$ cat src/rtl/jt10_adpcm_rdarb.sv
// Round-robin ROM read arbiter for the ADPCM fetch channels, with a one-byte
// per-channel cache, channel masking and a ROM response timeout.
module jt10_adpcm_rdarb #(
    parameter int CH  = 7,
    parameter int AW  = 24,
    parameter int TMO = 255
) (
    input  logic             clk,
    input  logic             rst_n,
    input  logic [CH-1:0]    ch_enable,
    input  logic [CH-1:0]    ch_req,
    input  logic [CH*AW-1:0] ch_addr,
    output logic [CH-1:0]    ch_ok,
    output logic [7:0]       ch_data,
    output logic [CH-1:0]    ch_ovf,
    output logic [AW-1:0]    rom_addr,
    output logic             rom_cs,
    input  logic             rom_ok,
    input  logic [7:0]       rom_data,
    output logic             tmo_err
);

    localparam int PW = (CH > 1) ? $clog2(CH) : 1;
    localparam int TW = 10;

    typedef enum logic [1:0] {IDLE, PICK, ISSUE, DONE} state_t;

    state_t        state_q, state_d;
    logic [PW-1:0] sel_q, sel_d;
    logic [PW-1:0] rr_ptr_q, rr_ptr_d;
    logic [CH-1:0] pending_q, pending_d;
    logic [CH-1:0] valid_q, valid_d;
    logic [CH-1:0] ch_ok_q, ch_ok_d;
    logic [7:0]    ch_data_q, ch_data_d;
    logic [CH-1:0] ch_ovf_q, ch_ovf_d;
    logic [AW-1:0] rom_addr_q, rom_addr_d;
    logic          rom_cs_q, rom_cs_d;
    logic          tmo_err_q, tmo_err_d;
    logic [TW-1:0] tmo_cnt_q, tmo_cnt_d;
    logic [AW-1:0] tag_q [CH];
    logic [7:0]    byte_q [CH];
    logic          cache_we;
    logic [CH-1:0] clr;
    logic          pick_found;
    logic [PW-1:0] pick_idx;
    logic [AW-1:0] addr_w [CH];

    for (genvar g = 0; g < CH; g++) begin : g_addr
        assign addr_w[g] = ch_addr[g*AW +: AW];
    end

    // First pending channel at or after rr_ptr, wrapping around
    always_comb begin
        int idx;
        idx        = 0;
        pick_found = 1'b0;
        pick_idx   = '0;
        for (int i = 0; i < CH; i++) begin
            idx = int'(rr_ptr_q) + i;
            if (idx >= CH) idx = idx - CH;
            if (!pick_found && pending_q[idx]) begin
                pick_found = 1'b1;
                pick_idx   = idx[PW-1:0];
            end
        end
    end

    always_comb begin
        state_d    = state_q;
        sel_d      = sel_q;
        rr_ptr_d   = rr_ptr_q;
        ch_ok_d    = '0;
        ch_data_d  = ch_data_q;
        rom_addr_d = rom_addr_q;
        rom_cs_d   = rom_cs_q;
        tmo_err_d  = tmo_err_q;
        tmo_cnt_d  = tmo_cnt_q;
        valid_d    = valid_q;
        cache_we   = 1'b0;
        clr        = '0;
        case (state_q)
            IDLE: begin
                if (|pending_q) state_d = PICK;
            end
            PICK: begin
                if (!pick_found) begin
                    state_d = IDLE;
                end else begin
                    sel_d = pick_idx;
                    if (!ch_enable[pick_idx]) begin
                        ch_data_d         = 8'h00;
                        ch_ok_d[pick_idx] = 1'b1;
                        state_d           = DONE;
                    end else if (valid_q[pick_idx] && tag_q[pick_idx] == addr_w[pick_idx]) begin
                        ch_data_d         = byte_q[pick_idx];
                        ch_ok_d[pick_idx] = 1'b1;
                        state_d           = DONE;
                    end else begin
                        rom_addr_d = addr_w[pick_idx];
                        rom_cs_d   = 1'b1;
                        tmo_cnt_d  = '0;
                        state_d    = ISSUE;
                    end
                end
            end
            ISSUE: begin
                if (rom_ok) begin
                    ch_data_d      = rom_data;
                    cache_we       = 1'b1;
                    valid_d[sel_q] = 1'b1;
                    rom_cs_d       = 1'b0;
                    ch_ok_d[sel_q] = 1'b1;
                    state_d        = DONE;
                end else if (tmo_cnt_q == TW'(TMO - 1)) begin
                    ch_data_d      = 8'h00;
                    tmo_err_d      = 1'b1;
                    rom_cs_d       = 1'b0;
                    ch_ok_d[sel_q] = 1'b1;
                    state_d        = DONE;
                end else begin
                    tmo_cnt_d = tmo_cnt_q + 1'b1;
                end
            end
            DONE: begin
                clr[sel_q] = 1'b1;
                rr_ptr_d   = (sel_q == PW'(CH - 1)) ? '0 : sel_q + 1'b1;
                state_d    = IDLE;
            end
            default: state_d = IDLE;
        endcase
        // A request landing on the clearing edge re-arms the channel without overflow
        ch_ovf_d  = ch_ovf_q | (ch_req & pending_q & ~clr);
        pending_d = (pending_q & ~clr) | ch_req;
        valid_d   = valid_d & ch_enable;
    end

    always_ff @(posedge clk or negedge rst_n) begin
        if (!rst_n) begin
            state_q    <= IDLE;
            sel_q      <= '0;
            rr_ptr_q   <= '0;
            pending_q  <= '0;
            valid_q    <= '0;
            ch_ok_q    <= '0;
            ch_data_q  <= 8'h00;
            ch_ovf_q   <= '0;
            rom_addr_q <= '0;
            rom_cs_q   <= 1'b0;
            tmo_err_q  <= 1'b0;
            tmo_cnt_q  <= '0;
        end else begin
            state_q    <= state_d;
            sel_q      <= sel_d;
            rr_ptr_q   <= rr_ptr_d;
            pending_q  <= pending_d;
            valid_q    <= valid_d;
            ch_ok_q    <= ch_ok_d;
            ch_data_q  <= ch_data_d;
            ch_ovf_q   <= ch_ovf_d;
            rom_addr_q <= rom_addr_d;
            rom_cs_q   <= rom_cs_d;
            tmo_err_q  <= tmo_err_d;
            tmo_cnt_q  <= tmo_cnt_d;
        end
    end

    // Cache payload needs no reset: valid_q gates every use
    always_ff @(posedge clk) begin
        if (cache_we) begin
            tag_q[sel_q]  <= rom_addr_q;
            byte_q[sel_q] <= rom_data;
        end
    end

    assign ch_ok    = ch_ok_q;
    assign ch_data  = ch_data_q;
    assign ch_ovf   = ch_ovf_q;
    assign rom_addr = rom_addr_q;
    assign rom_cs   = rom_cs_q;
    assign tmo_err  = tmo_err_q;

endmodule
$ cat config.mk
export PLATFORM = sky130hd
export DESIGN_NAME = jt10_adpcm_rdarb
export DESIGN_NICKNAME = d
export VERILOG_FILES = /design/src/rtl/jt10_adpcm_rdarb.sv
export SDC_FILE = /design/constraint.sdc
export NUM_CORES = 1
export LEC_CHECK = 0
export CORE_ASPECT_RATIO = 1.4
export CORE_MARGIN = 3
export CORE_UTILIZATION = 39
export CTS_BUF_LIST = sky130_fd_sc_hd__clkbuf_16
export CTS_CLUSTER_DIAMETER = 150
export DETAILED_ROUTE_END_ITERATION = 6
export PLACE_DENSITY = 0.72
export RECOVER_POWER = 50
export SYNTH_ARGS = -nofsm -noshare
export SYNTH_HDL_FRONTEND = slang
export SYNTH_SLANG_ARGS = --single-unit
$ cat constraint.sdc
create_clock -name clk -period 18.2 [get_ports clk]
set_input_delay 2.73 -clock clk [delete_from_list [all_inputs] [get_ports clk]]
set_output_delay 2.73 -clock clk [all_outputs]
set_load 0.01 [all_outputs]
* Word-level counts from Yosys, hierarchy flattened *
Memories as Yosys holds them, arrays and structs flattened.
Index checks and enable logic that the tools add are counted.

operators by class
  add/subtract/negate cells = 15
  $mul = 0
  div/mod/pow operators = 0
  magnitude comparators = 19
  eq/ne operators = 14
  shifts and indexed selects = 0
  muxes and demuxes = 92
  bitwise operators = 11
  reduce and logical (&&, ||, !) cells = 25

operators with widths
  kind                                                                                 count
  32-bit by 5-bit < comparator with 1-bit output, second input constant                7
  32-bit 2-to-1 mux                                                                    7
  24-bit binary-select mux with 3-bit select                                           1
  7-bit 2-to-1 mux                                                                     8
  10-bit 2-to-1 mux                                                                    5
  24-bit 2-to-1 mux                                                                    2
  8-bit 2-to-1 mux                                                                     5
  1-bit 2-to-1 mux                                                                     36
  4-bit by 3-bit subtractor with 5-bit output, second input constant                   6
  7-bit AND                                                                            4
  1-bit binary-select mux with 3-bit select                                            9
  24-bit == test                                                                       1
  4-bit by 3-bit greater-or-equal comparator with 1-bit output, second input constant  6
  3-bit 2-to-1 mux                                                                     8
  7-bit OR                                                                             3
  10-bit case mux with 2 select lines                                                  1
  8-bit case mux with 2 select lines                                                   1
  7-bit case mux with 2 select lines                                                   1
  3-bit by 3-bit adder with 4-bit output, second input constant                        3
  2-bit != test, second input constant                                                 6
  10-bit by 1-bit adder with 10-bit output, second input constant                      1
  10-bit by 8-bit == test with 1-bit output, second input constant                     1
  1-bit logical AND                                                                    9
  3-bit by 2-bit adder with 4-bit output, second input constant                        2
  27 further kinds                                                                     43

word-level totals
  bits in registers = 80
  bits in latches = 0
  RAM bits = 224
  ROM bits = 0
  output and inout port bits = 48
  logic and storage cells = 190
  memories = 2

memories
  name    words  width  read ports  clocked after Yosys merged registers in  wr ports  RTL line  source
  tag_q   7      24     1           0                                        1         40        logic [AW-1:0] tag_q [CH];
  byte_q  7      8      1           0                                        1         41        logic [7:0] byte_q [CH];

* Depth between registers and ports, before layout *
  word-level depth = 34
  gate-level depth with buffers = 29

* Worst setup path after synthesis *
Ideal clock, no wire load.

  kind = register to register
  start = register rr_ptr_q[0]
  end = register ch_data_q[0] (netlist: ch_data[0])
  arrival time = 5883 ps
  required time = 18075 ps
  slack = 12192 ps
  stages on the path, launching flop included = 22
  period minus slack after synthesis = 6008 ps
  cells stage by stage = dfrtp_1 > inv_1 > clkbuf_1 > ha_1 > buf_2 > or4b_4 > nand3_2 > a21oi_2 > o32a_4 > a211oi_4 > nand2_2 > o32ai_4 > nand2_4 > mux2i_1 > mux2_1 > and3_1 > or3_1 > a2111oi_0 > nand4b_1 > nand4b_4 > a311oi_4 > mux2_4

on the way
  longest elaborated chain between the ends = 32
  elaborated cells on any way between the ends = 93
  classes of those cells = add/sub: 13; order compare: 7; eq/ne: 3; mux: 53; bitwise: 1; reduce/logical: 14; memory: 2

RTL lines
  element                                                                                               RTL line  source
  start: declaration                                                                                    30        logic [PW-1:0] rr_ptr_q, rr_ptr_d;
  start signal: assignment                                                                              154       rr_ptr_q <= rr_ptr_d;
  parallel branches: the longest is 32 deep, another holds 4-bit by 3-bit subtractor with 5-bit output  --
  end signal: assignment                                                                                158       ch_data_q <= ch_data_d;
  end: declaration                                                                                      34        logic [7:0] ch_data_q, ch_data_d;

Several ways; the timed one is not identified. The select of a mux whose other input is x is not followed.
A chain may end at the register's enable or synchronous reset.

* Worst setup path after layout *
  start = register rr_ptr_q[1]
  end = register rom_addr_q[22] (netlist: rom_addr[22])

on the way
  longest elaborated chain between the ends = 32
  elaborated cells on any way between the ends = 87
  classes of those cells = add/sub: 13; order compare: 7; eq/ne: 1; mux: 49; bitwise: 2; reduce/logical: 14; memory: 1

RTL lines
  element                                                                                               RTL line  source
  parallel branches: the longest is 32 deep, another holds 4-bit by 3-bit subtractor with 5-bit output  --
  end signal: assignment                                                                                160       rom_addr_q <= rom_addr_d;
  end: declaration                                                                                      36        logic [AW-1:0] rom_addr_q, rom_addr_d;

Several ways; the timed one is not identified. The select of a mux whose other input is x is not followed.

==> summary.txt <==
Setup path
  • WP data arrival: 9910 ps
  • Worst path bufs/invs: 4
  • Most frequent CP cell: nand2_1
  • Stages on worst setup path: 21
  • CP Cell Sequence: inv_1, ha_1, inv_1, a41o_1, o31ai_1, nand2_1, a211oi_4, nand2_2, o32a_1, nor2_4, buf_4, nand2_1, o221a_2, o21a_1, xor2_1, nor4_2, nand2_1, o21bai_2, nand2b_1, buf_4, mux2_1
  • Critical path's slowest cell: o21bai_2
  • Crit path required time: 18630 ps
  • Critical setup path kind: register to register
  • Type of element capturing the critical path: register
  • Startpoint types: register
  • Crit-path max FO: 55
  • Crit path largest cell delay: 930 ps
  • R2R depth: 21
  • CP top delay family: compound AO/OA/AOI/OAI gates

Global routing
  • Met1 Track Usage GR: 28.44%
  • Vias in the first global route: 13160
  • Met2 Track Usage GR: 41.75%
  • Number of antenna violations at the first check in global routing: 1
  • First-pass GRT wire length: 78.70 mm
  • Total global-route track usage: 23.31%
  • Largest net degree at the start of global routing: 69
  • GRT overflow: 0
  • Most Crowded Layer GR: met2
  • Global routing met3 resource utilization: 3.011%

Die
  • Die height: 247.3 µm
  • Row cnt: 87
  • Num ports: 241
  • Core Area: 0.04071 mm²
  • Initial Util: 39.84%
  • Die ar.: 0.04410 mm²
  • Die W: 178.3 µm

Synthesis
  • Share of the synthesized area in the top cell type: 41.48%
  • EDFF count, synth: 224
  • Post-synth cell types: 101
  • Post-synth ARST share: 26.32%
  • Cell Area, Synth: 0.01622 mm²
  • FF+latch count, synth: 304
  • Leading post-synthesis cells by cell area: edfxtp_1, dfrtp_1, mux2i_1
  • Sequential area share after synthesis: 53.82%
  • Mapped Cells: 1394
  • Prevailing post-synth register cell: edfxtp_1
  • Synth area leader: edfxtp_1
  • Net Count, Synth: 1606
  • Mean post-synth cell area: 11.63 µm²
  • Ys Warns: 0

Routing
  • Post-route ant nets: 0
  • Wire per inst: 24.43 µm
  • 1st-iter DRT viols: 1198
  • DRC errors left: 0
  • First-pass DRT Iterations: 5
  • Final wirelength: 52.43 mm
  • Vias: 13050
  • DR vias/cell: 6.080

Status
  • Status: finished, violations left
  • Failing checks: capacitance limit, slew limit

Place
  • Hpwl dp: 35.35 mm
  • Number of port buffers: 240
  • Final Wtd Congestion: 0.9765

Clock network
  • Post-CTS Setup Bufs: 0
  • Clock Sink Count: 304
  • # hold bufs at CTS: 0
  • Max Root-Sink Buffers: 3
  • Root buffer selected by CTS: clkbuf_16
  • CTS clock-pin slew for the worst setup and hold paths: 60 ps
  • Clock buffer count from CTS: 29
  • CTS HTree Levels: 1
  • Gates resized, CTS repair: 0
  • CTS tree: built
  • Clk Latency, worst-skew pair: 560 ps

Timing
  • Final setup viols: 0
  • Final min period: 9480 ps
  • Part of the cycle the worst path needs: 52.09%
  • Unrepaired setup endpoints after global routing: false
  • TNS Setup: 0 ps
  • Slew margin rel.: -174.0%
  • FMAX: 0.1055 GHz
  • Actual slew at the worst max-slew pin: 4110 ps
  • Slew Viols, Final: 273
  • Final Hold Violating Endpoints: 0
  • Worst Skew: 17.28 ps

Final layout
  • Nets: 1801
  • Share of cells above drive strength 1: 11.04%
  • Number of diodes: 0
  • Synth-to-layout area growth: 22.26%
  • Commonest non-fill, non-tap cell in the layout: edfxtp_1
  • Commonest cells after routing, fill and taps aside: edfxtp_1, clkdlybuf4s50_1, nand2_1, o21ai_0, dfrtp_1

Min path
  • Hold Path Cell Cnt: 1
  • HP Class: register to register

Run
  • Max-Cap Viols: 7
metal layers:
metal	up-vias	part of all wire, %
li1	5829	-
met2	630	52
met3	115	6.8
met1	6474	38
met5	-	0
met4	0	3.8
registers in the layout, indices dropped and copies added, names as in the netlist, named ones only:
name,cells
byte_q,56
rr_ptr_q,3
tag_q,168
sel_q,3
ch_data,8
ch_ovf,7
state_q,1
valid_q,7
tmo_err,1
tmo_cnt_q,10
pending_q,7
rom_addr,24
rom_cs,1
ch_ok,7
Yosys cell counts (9+ instances only):
cell type / number
o21ai_0: 87
xnor2_1: 12
clkbuf_1: 30
o21a_1: 21
nor2_1: 80
mux2_1: 12
o211ai_1: 26
a21o_1: 13
nand3_1: 43
buf_2: 37
mux2_2: 39
a211oi_1: 14
nor3_1: 29
a31o_2: 11
dfrtp_1: 80
o22a_1: 9
nand2b_1: 14
edfxtp_1: 224
nor4_1: 15
a22oi_1: 9
ha_1: 19
o221ai_1: 14
xor2_1: 11
a221oi_1: 12
a31oi_1: 27
o22ai_1: 26
o21bai_1: 9
a21oi_1: 46
or3_1: 10
mux2i_1: 55
nand2_1: 116
and3_1: 14
buf_4: 16
inv_1: 24
layout make-up:
cell class / instances / area (µm²)
clock inverter: 25 / 145.1
multi-input combinational: 967 / 6928
fill: 3664 / 20880
tap: 534 / 668.1
timing repair buffer: 263 / 2542
sequential: 304 / 8728
clock buffer: 29 / 725.7
inverter: 24 / 90.09
through the flow:
stage / worst slack [ps] / util, % / cells / cell area [µm²] / hold slack, ps
2_1_floorplan: 12190 / - / 1394 / 16220 / 464.0
3_3_place_gp: 9006 / 46.64 / 2092 / 18990 / 451.6
3_5_place_dp: 8915 / 46.64 / 2092 / 18990 / 456.5
4_1_cts: 8860 / 48.78 / 2146 / 19860 / 469.2
5_1_grt: 8100 / 48.70 / 2146 / 19830 / 478.8
6_report: 8720 / 48.70 / 2146 / 19830 / 465.8
final timing paths:
path,start,to,slack [ps]
setup / recovery,rr_ptr_q[1],rom_addr[22],8720
hold / removal,ch_ovf[2],ch_ovf[2],470
setup reg to reg,rr_ptr_q[1],rom_addr[22],8720
hold reg to reg,ch_ovf[2],ch_ovf[2],470
max in group asynchronous,rst_n,rom_addr[17],11580
min in group asynchronous,rst_n,ch_ok[4],2230
logic make-up (layout without fill, tap and decap cells):
group	count (synthesis)	after routing	share of synthesized area [%]
buffers and inverters	123	341	3.873
AO/OA/AOI/OAI	425	425	19.36
AND/OR/NAND/NOR	382	382	12.01
XOR/XNOR	23	23	1.242
flip-flops	304	304	53.82
adder cells (fa/ha/maj)	19	19	1.466
multiplexers	118	118	8.232
Power is not shown: default switching activity piles up to over one toggle a cycle in this logic, so the estimate is an artifact.
